File: src/rtl/state_readout_vec4.sv
// Sweeps the state RAM from address 0 to len-1 and streams each entry out as an
// AXI-stream beat through a 2-entry skid buffer. Optional clear-on-read: STATE_READOUT_CLEAR_EN.
module state_readout_vec4 #(
  parameter int TILE_SIZE = 4,
  parameter int W         = 16,
  parameter int S_ADDR_W  = 6
) (
  input  logic                      clk,
  input  logic                      rst_n,
  input  logic                      start,
  input  logic [S_ADDR_W:0]         rd_len,
  output logic                      busy,
  output logic                      done,
  output logic                      mem_rd_en,
  output logic [S_ADDR_W-1:0]       mem_rd_addr,
  input  logic [TILE_SIZE*W-1:0]    mem_rd_data,
  output logic                      m_valid,
  input  logic                      m_ready,
  output logic [TILE_SIZE*W-1:0]    m_vec,
  output logic                      m_last
`ifdef STATE_READOUT_CLEAR_EN
  ,
  output logic                      mem_wr_en,
  output logic [S_ADDR_W-1:0]       mem_wr_addr,
  output logic [TILE_SIZE*W-1:0]    mem_wr_data
`endif
);

  localparam int VW = TILE_SIZE * W;
  localparam int LW = S_ADDR_W + 1;
  localparam logic [LW-1:0] FULL_LEN = LW'(1) << S_ADDR_W;

  typedef enum logic [1:0] {
    IDLE  = 2'd0,
    RUN   = 2'd1,
    DRAIN = 2'd2
  } state_t;

  state_t          state_q, state_d;
  logic [LW-1:0]   len_q;
  logic [LW-1:0]   iss_q;
  logic            infl_q;
  logic            infl_last_q;
  logic [VW-1:0]   buf_vec [2];
  logic            buf_last [2];
  logic            wr_ptr_q;
  logic            rd_ptr_q;
  logic [1:0]      cnt_q;
  logic            done_q;

  logic            pop;
  logic            head_last;
  logic            issue_last;
  logic [2:0]      occ;
  logic [2:0]      occ_after;
  logic            rd_en;

  assign pop        = (cnt_q != 2'd0) && m_ready;
  assign head_last  = buf_last[rd_ptr_q];
  assign issue_last = (iss_q + LW'(1)) == len_q;
  // Reads in flight count against the buffer so a returning beat always has a slot.
  assign occ        = {1'b0, cnt_q} + 3'(infl_q);
  assign occ_after  = occ - 3'(pop);
  assign rd_en      = (state_q == RUN) && (occ_after < 3'd2);

  // NOTE: every signal written in always_comb gets a default first so no latch is inferred.
  always_comb begin
    state_d = state_q;
    case (state_q)
      IDLE:    if (start) state_d = RUN;
      RUN:     if (rd_en && issue_last) state_d = DRAIN;
      DRAIN:   if (pop && head_last) state_d = IDLE;
      default: state_d = IDLE;
    endcase
  end

  // NOTE: sequential state uses non-blocking assignments so all registers update together.
  always_ff @(posedge clk or negedge rst_n) begin
    if (!rst_n) begin
      state_q     <= IDLE;
      len_q       <= '0;
      iss_q       <= '0;
      infl_q      <= 1'b0;
      infl_last_q <= 1'b0;
      done_q      <= 1'b0;
    end else begin
      state_q     <= state_d;
      infl_q      <= rd_en;
      infl_last_q <= rd_en && issue_last;
      done_q      <= (state_q == DRAIN) && pop && head_last;
      if (state_q == IDLE && start) begin
        len_q <= (rd_len == '0) ? FULL_LEN : rd_len;
        iss_q <= '0;
      end else if (rd_en) begin
        iss_q <= iss_q + LW'(1);
      end
    end
  end

  // NOTE: the buffer storage is reset because m_vec must read zero straight out of reset.
  always_ff @(posedge clk or negedge rst_n) begin
    if (!rst_n) begin
      for (int i = 0; i < 2; i++) begin
        buf_vec[i]  <= '0;
        buf_last[i] <= 1'b0;
      end
      wr_ptr_q <= 1'b0;
      rd_ptr_q <= 1'b0;
      cnt_q    <= 2'd0;
    end else begin
      if (infl_q) begin
        buf_vec[wr_ptr_q]  <= mem_rd_data;
        buf_last[wr_ptr_q] <= infl_last_q;
        wr_ptr_q           <= ~wr_ptr_q;
      end
      if (pop) rd_ptr_q <= ~rd_ptr_q;
      cnt_q <= cnt_q + 2'(infl_q) - 2'(pop);
    end
  end

  assign busy        = (state_q != IDLE);
  assign done        = done_q;
  assign mem_rd_en   = rd_en;
  assign mem_rd_addr = iss_q[S_ADDR_W-1:0];
  assign m_valid     = (cnt_q != 2'd0);
  assign m_vec       = buf_vec[rd_ptr_q];
  assign m_last      = (cnt_q != 2'd0) && head_last;

`ifdef STATE_READOUT_CLEAR_EN
  // Zero each entry one cycle after it is read so the next sequence starts clean.
  always_ff @(posedge clk or negedge rst_n) begin
    if (!rst_n) begin
      mem_wr_en   <= 1'b0;
      mem_wr_addr <= '0;
    end else begin
      mem_wr_en   <= rd_en;
      mem_wr_addr <= iss_q[S_ADDR_W-1:0];
    end
  end
  assign mem_wr_data = '0;
`endif

endmodule
File: config.mk
export PLATFORM = sky130hd
export DESIGN_NAME = state_readout_vec4
export DESIGN_NICKNAME = d
export VERILOG_FILES = /design/src/rtl/state_readout_vec4.sv
export SDC_FILE = /design/constraint.sdc
export NUM_CORES = 1
export LEC_CHECK = 0
export BUFFER_PORTS_ARGS = -buffer_cell sky130_fd_sc_hd__buf_2
export CAP_MARGIN = 20
export CORE_AREA = 8 8 177 112
export DETAILED_ROUTE_END_ITERATION = 8
export DIE_AREA = 0 0 185 120
export SLEW_MARGIN = 25
export SYNTH_ARGS = -nofsm -noshare
export SYNTH_HDL_FRONTEND = slang
export SYNTH_SLANG_ARGS = --single-unit
File: constraint.sdc
create_clock -name clk -period 3.4 [get_ports clk]
set_clock_uncertainty 0.05 [all_clocks]
set_input_delay 0.68 -clock clk [delete_from_list [all_inputs] [get_ports clk]]
set_output_delay 0.68 -clock clk [all_outputs]
set_load 0.05 [all_outputs]
* Yosys cells after proc, flatten, opt, wreduce, memory -nomap -nowiden *
Index checks and enable logic that the tools add are counted.

word-level totals
  register bits = 153
  input bits = 75
  logic and storage cells = 66

operators by class
  $add $sub $neg = 5
  $lt $le $gt $ge = 4
  eq/ne operators = 6
  muxes and demuxes = 19
  bitwise operators = 4
  reductions and logical operators = 15

operators by type and width
  cell                                                         count
  2-to-1 mux 64 bit                                            4
  bitwise mux 128 bit                                          1
  demux 64 bit (select 1 bit)                                  1
  2-to-1 mux 7 bit                                             3
  logical AND 1 bit                                            9
  adder 7 x 1 -> 7 bit (second input constant)                 1
  equality test 7 bit                                          1
  zero test 7 bit                                              1
  2-to-1 mux 2 bit                                             3
  case mux 2 bit (3 select lines)                              1
  nonzero test 2 bit                                           3
  greater-or-equal comparator 2 bit (second input constant)    2
  2-to-1 mux 1 bit                                             4
  inequality test 2 bit (second input constant)                2
  inverter 1 -> 2 bit                                          2
  adder 2 x 1 -> 3 bit                                         1
  less-than comparator 3 x 2 -> 1 bit (second input constant)  1
  AND reduction 3 bit                                          1
  subtractor 3 x 1 -> 3 bit                                    1
  adder 2 x 1 -> 2 bit                                         1
  bitwise mux 2 bit                                            1
  equality test 2 x 1 -> 1 bit (second input constant)         1
  equality test 2 bit (second input constant)                  1
  zero test 2 bit                                              1
  other kinds (5)                                              6

* Logic depth before layout (Yosys ltp) *
Gate-level depths: netlist of run 1.

  depth after elaboration = 8
  depth in mapped cells = 12
  depth with buffers taken out = 11

* Worst setup path after synthesis of run 1 *
No wires, ideal clock.

  path type = input to output
  from = input m_ready
  to = output mem_rd_en
  arrival = 2141 ps
  required time = 2670 ps
  setup slack = 529 ps
  stages = 8
  path buffers = 1
  cell sequence = nand3_1 o21ai_0 ha_1 fa_1 xnor2_1 or3_1 buf_6 clkinv_8

on the way
  word-level cells in the longest chain between the ends = 4

ends and longest elaborated chain
  item                                 RTL line  source
  from (decl)                          18        input logic m_ready,
  logical AND 1 bit                    58        assign pop = (cnt_q != 2'd0) && m_ready;
  subtractor 3 x 1 -> 3 bit            63        assign occ_after = occ - 3'(pop);
  less-than comparator 3 x 2 -> 1 bit  64        assign rd_en = (state_q == RUN) && (occ_after < 3'd2);
  logical AND 1 bit                    64
  to (decl)                            14        output logic mem_rd_en,

Every way passes these cells.

* Worst setup path after layout of run 1 *
  from = register cnt_q[1]
  to = output mem_rd_en

on the way
  word-level cells in the longest chain between the ends = 5
  elaborated cells on any way between the ends = 6
  classes of those cells = add/sub (2); order compare (1); reduce/logical (3)

ends and longest elaborated chain
  item                                                                          RTL line  source
  from (decl)                                                                   48        logic [1:0] cnt_q;
  from (signal assigned)                                                        117       cnt_q <= cnt_q + 2'(infl_q) - 2'(pop);
  parallel branches: the longest is 2 deep, another holds adder 2 x 1 -> 3 bit  n/a
  subtractor 3 x 1 -> 3 bit *                                                   63
  less-than comparator 3 x 2 -> 1 bit *                                         64
  logical AND 1 bit *                                                           64

Every way passes the cells marked *.

==> qor.csv, run 1 <==
metric,value,unit
outcome,"finished, final reports clean",
H-tree levels,4,
1st-iter DRT viols,190,
Post-Synth Adder-Cell Area,0.667,%
placed cell count,827,
WP depth,8,
vias in the first global route,4779,
post-route minimum period,3.19,ns
Post-synth EDFFs,0,
"commonest non-fill, non-tap cell in the layout",mux2_2,
Die W,185,um
Fmax achieved,313,MHz
crit-path cells,nand3_1 -> o21ai_0 -> ha_1 -> fa_1 -> xnor2_1 -> or3_4 -> clkinv_8 -> clkbuf_4,
complex-gate fraction of the synthesized area,1.78,%
CTS tree,yes,
number of antenna violations at the first check in global routing,1,
part of the cycle the worst path needs,93.8,%
max-slew violations,0,
Crit. Startpoint,cnt_q[1]$_DFF_PN0_,
io pins,150,
CP startpoint kind,flop,
DR pass1 iterations,4,
WL final,15000,um
antenna diode count,0,
setup TNS,0,ns
worst hold path class,in2async,
Yosys reg bits,153,
post-synthesis sequential area ratio,56.7,%
"commonest non-fill, non-tap cells in the layout","mux2_2, dfrtp_1, buf_2",
Critical Path Sink,mem_rd_en,
RSZ-0062 raised after global routing,no,
fin nets,684,
Worst Path Max Fanout,3,
clk slew on worst S/H paths,0.06,ns
multiplexer share of the synthesized area,33.5,%
Vias,4137,
WP buf/inv,2,
R2R setup slack,0.67,ns
max cap viols,0,
Synth Area in Simple Gates,3.22,%
"Hold Vio Cnt, Final",0,
worst skew pair latency,0.42,ns
Critical R2R Launch,cnt_q[1]$_DFF_PN0_,
Rel. slew slack,36.8,%
# port buffers,149,
Crit path arrival time,2.46,ns
async set-reset flop share out of synthesis,100,%
syn_nets,537,
Post-DP Area,7760,um^2
drt wl/cell,17.4,um
critical path type,reg2out,
Residual DRC,0,
CTS Root Cell,clkbuf_16,
Placer Congestion,0.764,
worst reg-to-reg path cell count,11,
kind of cell adding the most delay to the critical path,adder cells,
Least-Margin Pin Slew,0.948,ns
Worst Path Required,2.67,ns
first-pass GRT wire length,25100,um
final non-filler cell total,859,
XOR/XNOR share of the synthesized area,1.56,%
Post-Syn Area per Cell,14.7,um^2
largest family of logic cells by synthesized area,multiplexers,
post-route ant nets,0,
layout cells sized above 1,64.1,%
final instance area,8370,um^2
Synth Instances,459,
crit-path max cell delay,0.41,ns
reg2reg end,state_q[0]$_DFFE_PN0P_,
# setup viols final,0,
DR vias/cell,4.82,
GRT Resource Usage Total,14.3,%
die area,22200,um^2
P&R area growth vs syn,24.0,%
hpwl dp,10300,um
TritonCTS Buffers,17,
Syn. warnings,0,
largest net degree at the start of global routing,95,
GRT overflow,0,
Initial Util,38.8,%
synth unique cells,37,
Clock Path Buffers,2,
Post-synth top flop,dfrtp_1,
Die H,120,um
Final Util,48.1,%
crit path capture type,primary output,
Post-Syn Area,6750,um^2
row count,38,
clk sink count,153,
Slowest cell on crit path,dfrtp_1,
area of the core,17400,um^2
synthesized netlist by cell type, types with 2 or more instances:
cell type,number,area share [%]
buf_2,5,0.37
nand2b_1,3,0.28
o21ai_1,9,0.67
dfrtp_1,153,57
a21oi_1,4,0.30
inv_1,4,0.22
clkbuf_1,13,0.72
and2_1,2,0.19
nor2_1,6,0.33
xor2_1,4,0.52
ha_1,2,0.37
buf_4,6,0.67
and3_1,3,0.28
nand2_1,11,0.61
mux2_2,200,33
nand3_1,3,0.22
o31ai_1,2,0.22
buf_1,3,0.17
xnor2_1,8,1.0
sequential cells by signal, indices dropped and copies added (netlist names), 2 cells and up:
signal and count:
buf_last 2, iss_q 7, cnt_q 2, len_q 7, buf_vec 128, state_q 2
layer usage:
layer  part of all wire (%)  GRT usage, %  vias up
met5                  0.067             0        -
met4                   0.90          5.23        2
met3                    8.0          5.16       15
met2                     44          21.6      119
met1                     47          18.6     2069
li1                       -             -     1932
worst min path at each step:
stage                     cells after the start  slack [ns]                       to
after floorplan                               0        0.33  buf_last[0]$_DFFE_PN0P_
after global placement                        1        0.42           done$_DFF_PN0_
final                                         1        0.28     len_q[2]$_DFFE_PN0P_
after global routing                          1        0.34     len_q[2]$_DFFE_PN0P_
after detailed placement                      1        0.42           done$_DFF_PN0_
after CTS                                     1        0.31     len_q[2]$_DFFE_PN0P_
logic make-up after synthesis:
group                    Yosys count
multiplexers                     201
flip-flops                       153
AND/OR/NAND/NOR                   37
buffers and inverters             33
AO/OA/AOI/OAI                     20
XOR/XNOR                          12
adder cells (fa/ha/maj)            3
through the flow:
step / setup WS [ns] / hold WS (ns)
2_1_floorplan: 0.529 / 0.334
3_3_place_gp: 0.134 / 0.425
3_5_place_dp: 0.129 / 0.420
4_1_cts: 0.0610 / 0.309
5_1_grt: 0.0518 / 0.335
6_report: 0.210 / 0.281
final cells by class:
class	instances	area [um^2]
fill	1561	9030
sequential	153	3830
multi-input combinational	273	2770
timing repair buffer	156	845
clock buffer	20	467
tap	240	300
clock inverter	12	136
inverter	5	31.3
repair_timing:
action,4_1_cts,5_1_grt
hold endpoints to repair,0,0
buffers inserted,0,0
resized for setup,0,2
setup endpoints to repair,0,1
hold buffers,0,0
Power of run 1 is left out: the tool's default activity adds up to more than one toggle a clock period on the data nets, which glitch-free logic cannot reach.
==> run 2, diff against run 1 <==
--- a/config.mk
+++ b/config.mk
@@ -10,6 +10,7 @@
 export CORE_AREA = 8 8 177 112
 export DETAILED_ROUTE_END_ITERATION = 8
 export DIE_AREA = 0 0 185 120
+export REMOVE_ABC_BUFFERS = 1
 export SLEW_MARGIN = 25
 export SYNTH_ARGS = -nofsm -noshare
 export SYNTH_HDL_FRONTEND = slang
==> run 2 against run 1 <==
Sequential share of layout area about the same. Count of clock-buffer cells in the layout is 5 higher. First-iteration DRC count down 7.9%. Wire length increased by 1.5%. Flip-flop and latch count unchanged. Maximum frequency fell by 2.3%. Final cell count grew 0.12%. Utilization hardly changed. Worst setup slack got worse by 0.073 ns. Worst hold slack worse by 0.065 ns. Global-route usage is 0.15 points lower. Highest routed layer is now met4.
==> qor.csv, run 2 (synthesized netlist as in run 1, its figures left out) <==
metric,value,unit,change
outcome,"finished, final reports clean",,
io pins,150,,unchanged
WL final,15200,um,+1.5%
die area,22200,um^2,unchanged
# setup viols final,0,,unchanged
Die W,185,um,unchanged
P&R area growth vs syn,24.1,%,about the same
1st-iter DRT viols,175,,-7.9%
post-route minimum period,3.26,ns,+0.0735 ns
CTS tree,yes,,
hold_buf cts,0,,unchanged
Top Usage Layer GRT,met2,,
"commonest non-fill, non-tap cells in the layout","mux2_2, dfrtp_1, buf_2",,
"commonest non-fill, non-tap cell in the layout",mux2_2,,
M1 GR Usage,19.3,%,+0.72 points
# port buffers,149,,unchanged
fin nets,686,,+0.29%
Least-Margin Pin Slew,0.821,ns,-0.128 ns
TritonCTS Buffers,17,,unchanged
row count,38,,unchanged
worst hold path class,in2async,,
met2 Use GR,20.2,%,-1.4 points
"Hold Vio Cnt, Final",0,,unchanged
antenna diode count,0,,unchanged
layout cells sized above 1,63.9,%,-0.26 points
worst reg-to-reg path cell count,11,,unchanged
drt wl/cell,17.7,um,+1.4%
DR vias/cell,4.89,,+1.5%
RSZ-0062 raised after global routing,no,,
clk slew on worst S/H paths,0.06,ns,about the same
largest registers,"buf_vec x128, iss_q x7, len_q x7",,
crit path capture type,primary output,,
setup TNS,0,ns,unchanged
worst skew pair latency,0.42,ns,about the same
CP startpoint kind,flop,,
Die H,120,um,unchanged
area of the core,17400,um^2,unchanged
number of antenna violations at the first check in global routing,0,,-1
Initial Util,38.8,%,unchanged
most flop-heavy register,buf_vec,,
GRT Resource Usage Total,14.1,%,-0.15 points
Placer Congestion,0.776,,+1.5%
global-route track usage on met3,5.86,%,+0.69 points
max reg flops,128,,unchanged
largest net degree at the start of global routing,80,,-16%
clk sink count,153,,unchanged
Clock Path Buffers,2,,unchanged
Critical R2R Launch,cnt_q[1]$_DFF_PN0_,,
Worst Path Required,2.67,ns,about the same
Fmax achieved,306,MHz,-2.3%
vias in the first global route,4611,,-3.5%
DR pass1 iterations,4,,unchanged
first-pass GRT wire length,24600,um,-2.1%
Crit. Startpoint,cnt_q[1]$_DFF_PN0_,,
CTS Root Cell,clkbuf_16,,
critical path type,reg2out,,
post-route ant nets,0,,unchanged
Residual DRC,0,,unchanged
Worst Path Max Fanout,3,,unchanged
max-slew violations,0,,unchanged
part of the cycle the worst path needs,96.0,%,+2.2 points
hpwl dp,10700,um,+3.0%
Rel. slew slack,45.1,%,+8.3 points
Post-CTS Setup Inserts,0,,unchanged
max cap viols,0,,unchanged
GRT overflow,0,,unchanged
Resize count post-CTS,0,,unchanged
H-tree levels,4,,unchanged
Crit path arrival time,2.53,ns,+0.07 ns
Vias,4206,,+1.7%
[run 2: changes by cell type in the layout (fill, tap and decap cells not counted)]
cell / delta
buf_4: +3
clkbuf_1: +2
clkbuf_8: +3
clkinvlp_4: -3
inv_6: -3
buf_12: -1
[run 2: final cells by class]
cell class / count / area (um^2)
clock buffers: 25 / 515
well taps: 240 / 300
flip-flops and latches: 153 / 3830
multi-input cells: 273 / 2770
inverters: 5 / 31.3
fillers: 1567 / 9020
repair buffers: 158 / 847
clock inverters: 6 / 87.6
[run 2: final timing paths]
| kind | to | slack [ns] |
|---|---|---|
| max in group asynchronous | buf_vec[38]$_DFFE_PN0P_ | 2.21 |
| worst max-delay path | mem_rd_en | 0.14 |
| min in group clk | done$_DFF_PN0_ | 0.44 |
| worst max register to register | state_q[0]$_DFFE_PN0P_ | 0.65 |
| worst min-delay path | len_q[2]$_DFFE_PN0P_ | 0.22 |
| worst min register to register | done$_DFF_PN0_ | 0.44 |
[run 2: per-layer routing]
metal	part of all wire, %	wire, um
met5	0	0
met4	0.95	144
met3	8.8	1340
met2	42	6440
met1	48	7270
[run 2: through the flow]
stage               std cells  utilization (%)  hold slack [ns]  area [um^2]  worst slack (ns)
finish                    860             48.1            0.216         8380             0.137
global route              860             48.1            0.291         8380            0.0104
CTS                       860             48.1            0.277         8370           0.00184
detailed placement        829             44.6            0.424         7770            0.0874
global placement          829             44.6            0.417         7770             0.144
floorplan                 431                -            0.334         6610            -0.526
[run 2: critical path, cell delays in order (launching register included)]
cell      delay [ns]
dfrtp_1         0.41
nand3_1         0.14
o21ai_0         0.13
ha_1            0.21
fa_1            0.37
xnor2_1         0.14
or3_4           0.42
clkinv_8        0.06
clkbuf_4        0.22
Power of run 2 is left out for the same reason.
